[config.mk]
export PLATFORM = sky130hd
export DESIGN_NAME = tdm_selector41
export DESIGN_NICKNAME = d
export VERILOG_FILES = /design/src/rtl/tdm_pkg.sv /design/src/rtl/rr_pick4.sv /design/src/rtl/tdm_selector41.sv
export SDC_FILE = /design/constraint.sdc
export NUM_CORES = 1
export LEC_CHECK = 0
export BUFFER_PORTS_ARGS = -buffer_cell sky130_fd_sc_hd__clkbuf_2
export CAP_MARGIN = 20
export CORE_MARGIN = 2
export CORE_UTILIZATION = 25
export CTS_CLUSTER_DIAMETER = 100
export DETAILED_ROUTE_END_ITERATION = 10
export GPL_TIMING_DRIVEN = 0
export SLEW_MARGIN = 20
export SYNTH_ARGS = -nofsm -noshare
export SYNTH_HDL_FRONTEND = slang
export SYNTH_SLANG_ARGS = --single-unit
[constraint.sdc]
create_clock -name iClk -period 1.9 [get_ports iClk]
set_input_delay 0.19 -clock iClk [delete_from_list [all_inputs] [get_ports iClk]]
set_output_delay 0.19 -clock iClk [all_outputs]
set_load 0.05 [all_outputs]
[src/rtl/tdm_pkg.sv]
`default_nettype none
// ============================================================================
// Module      : tdm_pkg
// Description : Shared types and helpers for the 4-channel TDM data selector.
//               Channel count, the 2-bit channel index type, the slot FSM
//               state encoding and the mod-4 channel advance.
// Revision    : 1.0 - initial release
// ============================================================================
package tdm_pkg;

   localparam int NCH = 4;

   typedef logic [1:0] ch_t;

   typedef enum logic [0:0] {
      IDLE = 1'b0,
      SLOT = 1'b1
   } state_t;

   // A 2-bit add wraps 3 -> 0 on its own, which is exactly the mod-4 advance.
   function automatic ch_t next_ch(input ch_t ptr);
      return ptr + 2'd1;
   endfunction

endpackage : tdm_pkg
`default_nettype wire

[src/rtl/rr_pick4.sv]
`default_nettype none
// ============================================================================
// Module      : rr_pick4
// Description : Combinational round-robin search over four request lines.
//               Returns the first requesting channel at or after ptr_i in
//               circular order.
// Ports       : req_i   [3:0] per-channel request
//               ptr_i   [1:0] channel to start the search from
//               grant_o [1:0] selected channel (ptr_i when nothing found)
//               found_o       at least one request is set
// Revision    : 1.0 - initial release
// ============================================================================
module rr_pick4
   import tdm_pkg::*;
(
   input  logic [NCH-1:0] req_i,
   input  ch_t            ptr_i,
   output ch_t            grant_o,
   output logic           found_o
);

   ch_t idx;

   // Walk from the farthest offset down to offset 0 so the nearest
   // requesting channel is the last one to overwrite the grant.
   always_comb begin
      grant_o = ptr_i;
      found_o = 1'b0;
      idx     = ptr_i;
      for (int k = NCH - 1; k >= 0; k--) begin
         idx = ptr_i + ch_t'(k);
         if (req_i[idx]) begin
            grant_o = idx;
            found_o = 1'b1;
         end
      end
   end

endmodule : rr_pick4
`default_nettype wire

[src/rtl/tdm_selector41.sv]
`default_nettype none
// ============================================================================
// Module      : tdm_selector41
// Description : Time-division 4-to-1 data selector. Each slot selects one
//               channel, registers its data on oZ and its code on oS1/oS0,
//               pulses the channel acknowledge and marks channel-0 frames.
// Ports       : iClk, iRst         clock, synchronous active-high reset
//               iEn                advance enable (0 freezes the block)
//               iC0..iC3 [W-1:0]   channel data
//               iReq     [3:0]     per-channel request
//               oZ       [W-1:0]   selected data
//               oS1, oS0           selected channel code (oS1 = MSB)
//               oValid             oZ carries real data
//               oAck     [3:0]     one-cycle pulse on the served channel
//               oFrame             one-cycle pulse when a channel-0 slot opens
// Revision    : 1.0 - initial release
// ============================================================================
module tdm_selector41
   import tdm_pkg::*;
#(
   parameter int W    = 1,
   parameter int HOLD = 1,
   parameter int SKIP = 0
)(
   input  logic           iClk,
   input  logic           iRst,
   input  logic           iEn,
   input  logic [W-1:0]   iC0,
   input  logic [W-1:0]   iC1,
   input  logic [W-1:0]   iC2,
   input  logic [W-1:0]   iC3,
   input  logic [NCH-1:0] iReq,
   output logic [W-1:0]   oZ,
   output logic           oS1,
   output logic           oS0,
   output logic           oValid,
   output logic [NCH-1:0] oAck,
   output logic           oFrame
);

   localparam logic [3:0] LAST_CNT = 4'(HOLD - 1);

   state_t         state_q, state_d;
   ch_t            ptr_q,   ptr_d;
   logic [3:0]     cnt_q,   cnt_d;
   logic [W-1:0]   z_q,     z_d;
   ch_t            s_q,     s_d;
   logic           valid_q, valid_d;
   logic [NCH-1:0] ack_q,   ack_d;
   logic           frame_q, frame_d;

   ch_t            grant;
   logic           found;    // a slot may open this cycle
   logic           req_ok;   // the opening slot carries real data
   logic [W-1:0]   chan_data;

   generate
      if (SKIP != 0) begin : g_rr
         rr_pick4 u_pick (
            .req_i   (iReq),
            .ptr_i   (ptr_q),
            .grant_o (grant),
            .found_o (found)
         );
         assign req_ok = found;
      end else begin : g_fixed
         // Fixed scan always opens the slot; an idle channel just gets an
         // empty (invalid) slot.
         assign grant  = ptr_q;
         assign found  = 1'b1;
         assign req_ok = iReq[ptr_q];
      end
   endgenerate

   always_comb begin
      chan_data = iC0;
      case (grant)
         2'd0:    chan_data = iC0;
         2'd1:    chan_data = iC1;
         2'd2:    chan_data = iC2;
         default: chan_data = iC3;
      endcase
   end

   // State register
   always_ff @(posedge iClk) begin
      if (iRst) begin
         state_q <= IDLE;
         ptr_q   <= '0;
         cnt_q   <= '0;
         z_q     <= '0;
         s_q     <= '0;
         valid_q <= 1'b0;
         ack_q   <= '0;
         frame_q <= 1'b0;
      end else begin
         state_q <= state_d;
         ptr_q   <= ptr_d;
         cnt_q   <= cnt_d;
         z_q     <= z_d;
         s_q     <= s_d;
         valid_q <= valid_d;
         ack_q   <= ack_d;
         frame_q <= frame_d;
      end
   end

   // Next-state logic
   always_comb begin
      state_d = state_q;
      ptr_d   = ptr_q;
      cnt_d   = cnt_q;
      if (iEn) begin
         unique case (state_q)
            IDLE: begin
               if (found) begin
                  state_d = SLOT;
                  cnt_d   = '0;
               end
            end
            SLOT: begin
               cnt_d = cnt_q + 4'd1;
               if (cnt_q == LAST_CNT) begin
                  // s_q holds the channel served in this slot.
                  state_d = IDLE;
                  ptr_d   = next_ch(s_q);
               end
            end
         endcase
      end
   end

   // Output logic: next values of the registered outputs. Acknowledge and
   // frame are single-cycle pulses, so they default to 0 every cycle.
   always_comb begin
      z_d     = z_q;
      s_d     = s_q;
      valid_d = valid_q;
      ack_d   = '0;
      frame_d = 1'b0;
      if (iEn && (state_q == IDLE)) begin
         if (found) begin
            s_d     = grant;
            valid_d = req_ok;
            z_d     = req_ok ? chan_data : '0;
            ack_d   = req_ok ? (4'b0001 << grant) : 4'b0000;
            frame_d = (grant == 2'd0);
         end else begin
            valid_d = 1'b0;
         end
      end
   end

   assign oZ     = z_q;
   assign oS1    = s_q[1];
   assign oS0    = s_q[0];
   assign oValid = valid_q;
   assign oAck   = ack_q;
   assign oFrame = frame_q;

endmodule : tdm_selector41
`default_nettype wire
==> flow_results.xml <==
<?xml version="1.0" encoding="UTF-8"?>
<metrics>
  <group name="outcome">
    <metric name="run_status" unit="">complete, no violations</metric>
  </group>
  <group name="yosys">
    <metric name="post_synth.cell_area_avg" unit="µm²">9.89</metric>
    <metric name="synth_top_cell_by_area" unit="">sky130_fd_sc_hd__dfxtp_1</metric>
    <metric name="yosysWarnings" unit="">0</metric>
    <metric name="netlist_area" unit="µm²">702</metric>
    <metric name="synth_fp_nets" unit="">84</metric>
    <metric name="synth.ff_latch_count" unit="">16</metric>
    <metric name="gate_count_of_the_mapped_netlist" unit="">71</metric>
    <metric name="synth_top_area_share" unit="%">45.6</metric>
    <metric name="dominantRegCellSynth" unit="">sky130_fd_sc_hd__dfxtp_1</metric>
    <metric name="yosysSeqAreaShare" unit="%">45.6</metric>
    <metric name="yosysUniqueCellTypes" unit="">30</metric>
    <metric name="synthArstFlopShare" unit="%">0</metric>
    <metric name="synth_edf_count" unit="">0</metric>
    <metric name="synth_top_cells_by_area" unit="">sky130_fd_sc_hd__dfxtp_1, sky130_fd_sc_hd__mux4_2, sky130_fd_sc_hd__nor2_1</metric>
  </group>
  <group name="worst_setup_path">
    <metric name="worstSetupEndpointType" unit="">flop</metric>
    <metric name="critical_path_buf_inv_count" unit="">1</metric>
    <metric name="path_delay_family" unit="">multiplexers</metric>
    <metric name="crit_path_max_incr_delay" unit="ns">0.54</metric>
    <metric name="worstPathMaxFanout" unit="">8</metric>
    <metric name="crit_arrival" unit="ns">1.52</metric>
    <metric name="crit_chain" unit="">buf_2 -&gt; mux4_2 -&gt; nand4_1 -&gt; a21oi_1</metric>
    <metric name="critical_path_class" unit="">flop to flop</metric>
    <metric name="worst_path_max_delay_cell" unit="">sky130_fd_sc_hd__mux4_2</metric>
    <metric name="worst_ep_required_time" unit="ns">2.06</metric>
    <metric name="crit_start_category" unit="">flop</metric>
  </group>
  <group name="routing">
    <metric name="drt_first_iter_violations" unit="">13</metric>
    <metric name="drt-wirelength-per-cell" unit="µm">11.1</metric>
    <metric name="route.detailed.drc" unit="">0</metric>
    <metric name="drt-vias-per-instance" unit="">4.43</metric>
    <metric name="drt_pass1_iterations" unit="">2</metric>
    <metric name="totalWireLength" unit="mm">1.39</metric>
    <metric name="detail-route-antenna-nets" unit="">0</metric>
    <metric name="dr_total_vias" unit="">554</metric>
  </group>
  <group name="job">
    <metric name="maxCapViolations" unit="">0</metric>
  </group>
  <group name="final_layout">
    <metric name="n_fill_cell" unit="">295</metric>
    <metric name="fin_nets" unit="">108</metric>
    <metric name="layout_commonest_cell" unit="">sky130_fd_sc_hd__clkbuf_2</metric>
    <metric name="antenna_cells_inserted" unit="">0</metric>
    <metric name="ff_latch_area" unit="µm²">320</metric>
    <metric name="post_route_cells_drive_above_1_share" unit="%">34.0</metric>
    <metric name="area_growth_syn_to_fin" unit="%">24.2</metric>
    <metric name="multi_input_area" unit="µm²">342</metric>
    <metric name="layout_common_cells" unit="">sky130_fd_sc_hd__clkbuf_2, sky130_fd_sc_hd__dfxtp_1, sky130_fd_sc_hd__nor2_1</metric>
  </group>
  <group name="timing">
    <metric name="clock_skew" unit="ns">0.00560</metric>
    <metric name="final_period_minus_worst_setup_slack" unit="ns">1.35</metric>
    <metric name="slew_headroom" unit="%">70.4</metric>
    <metric name="final-setup-viol-count" unit="">0</metric>
    <metric name="final.setup.tns" unit="ns">0</metric>
    <metric name="grt_setup_unrepaired" unit="">no</metric>
    <metric name="final_critical_path_setup_slack" unit="ns">0.548</metric>
    <metric name="tightest_slew" unit="ns">0.444</metric>
    <metric name="slew_violations" unit="">0</metric>
    <metric name="max_freq" unit="MHz">740</metric>
    <metric name="layout_worst_path_cycle_share" unit="%">71.2</metric>
    <metric name="hold_viol_final" unit="">0</metric>
  </group>
  <group name="clock_network">
    <metric name="clock-sinks" unit="">16</metric>
    <metric name="hold_buffers" unit="">0</metric>
    <metric name="htree_num_levels" unit="">1</metric>
    <metric name="post-cts-setup-buffer-count" unit="">0</metric>
    <metric name="clk_path_buf_depth" unit="">2</metric>
    <metric name="cts_resized" unit="">0</metric>
    <metric name="clkSlewWorstSetupHoldPaths" unit="ns">0.10</metric>
    <metric name="worstSkewPairLatency" unit="ns">0.28</metric>
    <metric name="tritoncts" unit="">yes</metric>
    <metric name="cts_inserted_buffers" unit="">3</metric>
    <metric name="cts-root-buf" unit="">sky130_fd_sc_hd__clkbuf_4</metric>
  </group>
  <group name="place">
    <metric name="pre_cts_slack" unit="ns">0.550</metric>
    <metric name="place_congestion" unit="">0.690</metric>
    <metric name="hpwlAfterDp" unit="mm">1.08</metric>
    <metric name="port_buffers" unit="">19</metric>
  </group>
  <group name="global_routing">
    <metric name="grt_start_max_net_pins" unit="">11</metric>
    <metric name="grt_usage" unit="%">9.57</metric>
    <metric name="grt_antenna_before_repair" unit="">0</metric>
    <metric name="via_count_of_the_first_global_routing_pass" unit="">557</metric>
    <metric name="global_route_wire_length_before_repair" unit="mm">2.33</metric>
    <metric name="grt_overflow_total" unit="">0</metric>
  </group>
  <group name="floorplanning">
    <metric name="fp-row-count" unit="">19</metric>
    <metric name="ios" unit="">20</metric>
    <metric name="floorplan.die.height" unit="µm">57.0</metric>
    <metric name="floorplan.core_area" unit="µm²">2710</metric>
    <metric name="start_util" unit="%">25.9</metric>
    <metric name="floorplan.die_area" unit="µm²">3250</metric>
    <metric name="floorplan.die.width" unit="µm">57.0</metric>
  </group>
  <group name="pwr">
    <metric name="comb_power_share" unit="%">15.4</metric>
    <metric name="seqPwrFrac" unit="%">52.1</metric>
    <metric name="p_switching" unit="µW">182</metric>
    <metric name="p_sw_share" unit="%">26.4</metric>
    <metric name="power.share.clock" unit="%">32.5</metric>
    <metric name="p_int" unit="µW">507</metric>
    <metric name="max_vdd_drop" unit="V">0.000354</metric>
    <metric name="p_leak" unit="nW">0.376</metric>
    <metric name="report.power.total" unit="µW">689</metric>
    <metric name="cellPowerDensity" unit="nW/µm²">790</metric>
  </group>
  <group name="worst_hold_path">
    <metric name="hold_path.class" unit="">primary input to flop</metric>
  </group>
</metrics>
-- synth_stat cells (2+ instances only) --
cell and number:
sky130_fd_sc_hd__nand2b_1 2, sky130_fd_sc_hd__a211oi_1 2, sky130_fd_sc_hd__a21oi_1 3, sky130_fd_sc_hd__nor2_1 11, sky130_fd_sc_hd__dfxtp_1 16, sky130_fd_sc_hd__ha_1 2, sky130_fd_sc_hd__nand2_1 5, sky130_fd_sc_hd__buf_2 2
sky130_fd_sc_hd__mux2i_1 2, sky130_fd_sc_hd__inv_1 4, sky130_fd_sc_hd__nand3_1 2, sky130_fd_sc_hd__mux4_2 2
-- power by group through the flow --
stage / clock network (mW) / logic, mW / registers (mW)
CTS: 0.234 / 0.107 / 0.359
finish: 0.224 / 0.106 / 0.359
global route: 0.246 / 0.115 / 0.361
global placement: 0 / 0.105 / 0.366
detailed placement: 0 / 0.107 / 0.367
floorplan: 0 / 0.0545 / 0.388
-- path summary, 6_finish.rpt --
kind | start | end | slack (ns) | cells after the start
setup / recovery | grant[0] | oZ | 0.55 | 4
hold / removal | iReq[3] | oAck[3] | 0.13 | 3
setup reg to reg | grant[0] | oZ | 0.55 | 4
hold reg to reg | oZ | oZ | 0.46 | 2
-- state kept, by name (all words and copies together), names as in the netlist --
signal	flops
cnt_q	4
grant	2
oAck	4
oFrame	1
oValid	1
oZ	1
s_q	2
state_q	1
-- through the flow --
stage,cells,utilization [%],area (µm²),hold WS [ns]
after global routing,125,32.2,872,0.130
final,125,32.2,872,0.131
after floorplan,71,-,702,0.267
after CTS,125,32.2,872,0.124
after global placement,121,30.8,836,0.417
after detailed placement,121,30.8,836,0.440
-- kinds of logic after synthesis --
logic type                 after synthesis  synth area share [%]
and+or+nand+nor                         30                  25.0
DFF                                     16                  45.6
xor gates and xnor gates                 1                  1.25
buffers and inverters                    8                  5.70
AOI/OAI and AO/OA                        9                  8.02
muxes                                    5                  10.9
adders and majority gates                2                  3.56
-- per-layer routing --
metal | vias up | part of all wire [%] | global-route usage (%)
met5 | - | 0 | 0
met1 | 253 | 44 | 10.5
met4 | 0 | 1.5 | 6.98
li1 | 291 | - | -
met2 | 8 | 52 | 16.1
met3 | 2 | 2.7 | 2.27
-- worst min-delay path, delay by kind of cell --
family | cells | cell delay [ns]
buffers and inverters | 1 | 0.09
AND/OR/NAND/NOR | 2 | 0.10
-- final cells by class --
cell class	instances	share of cell area, %
tap	31	4.45
timing repair buffer	19	10.9
inverter	4	1.72
buffer	4	2.87
sequential	16	36.7
clock buffer	4	4.16
multi-input combinational	47	39.2
(Power assumes the default switching activity.)
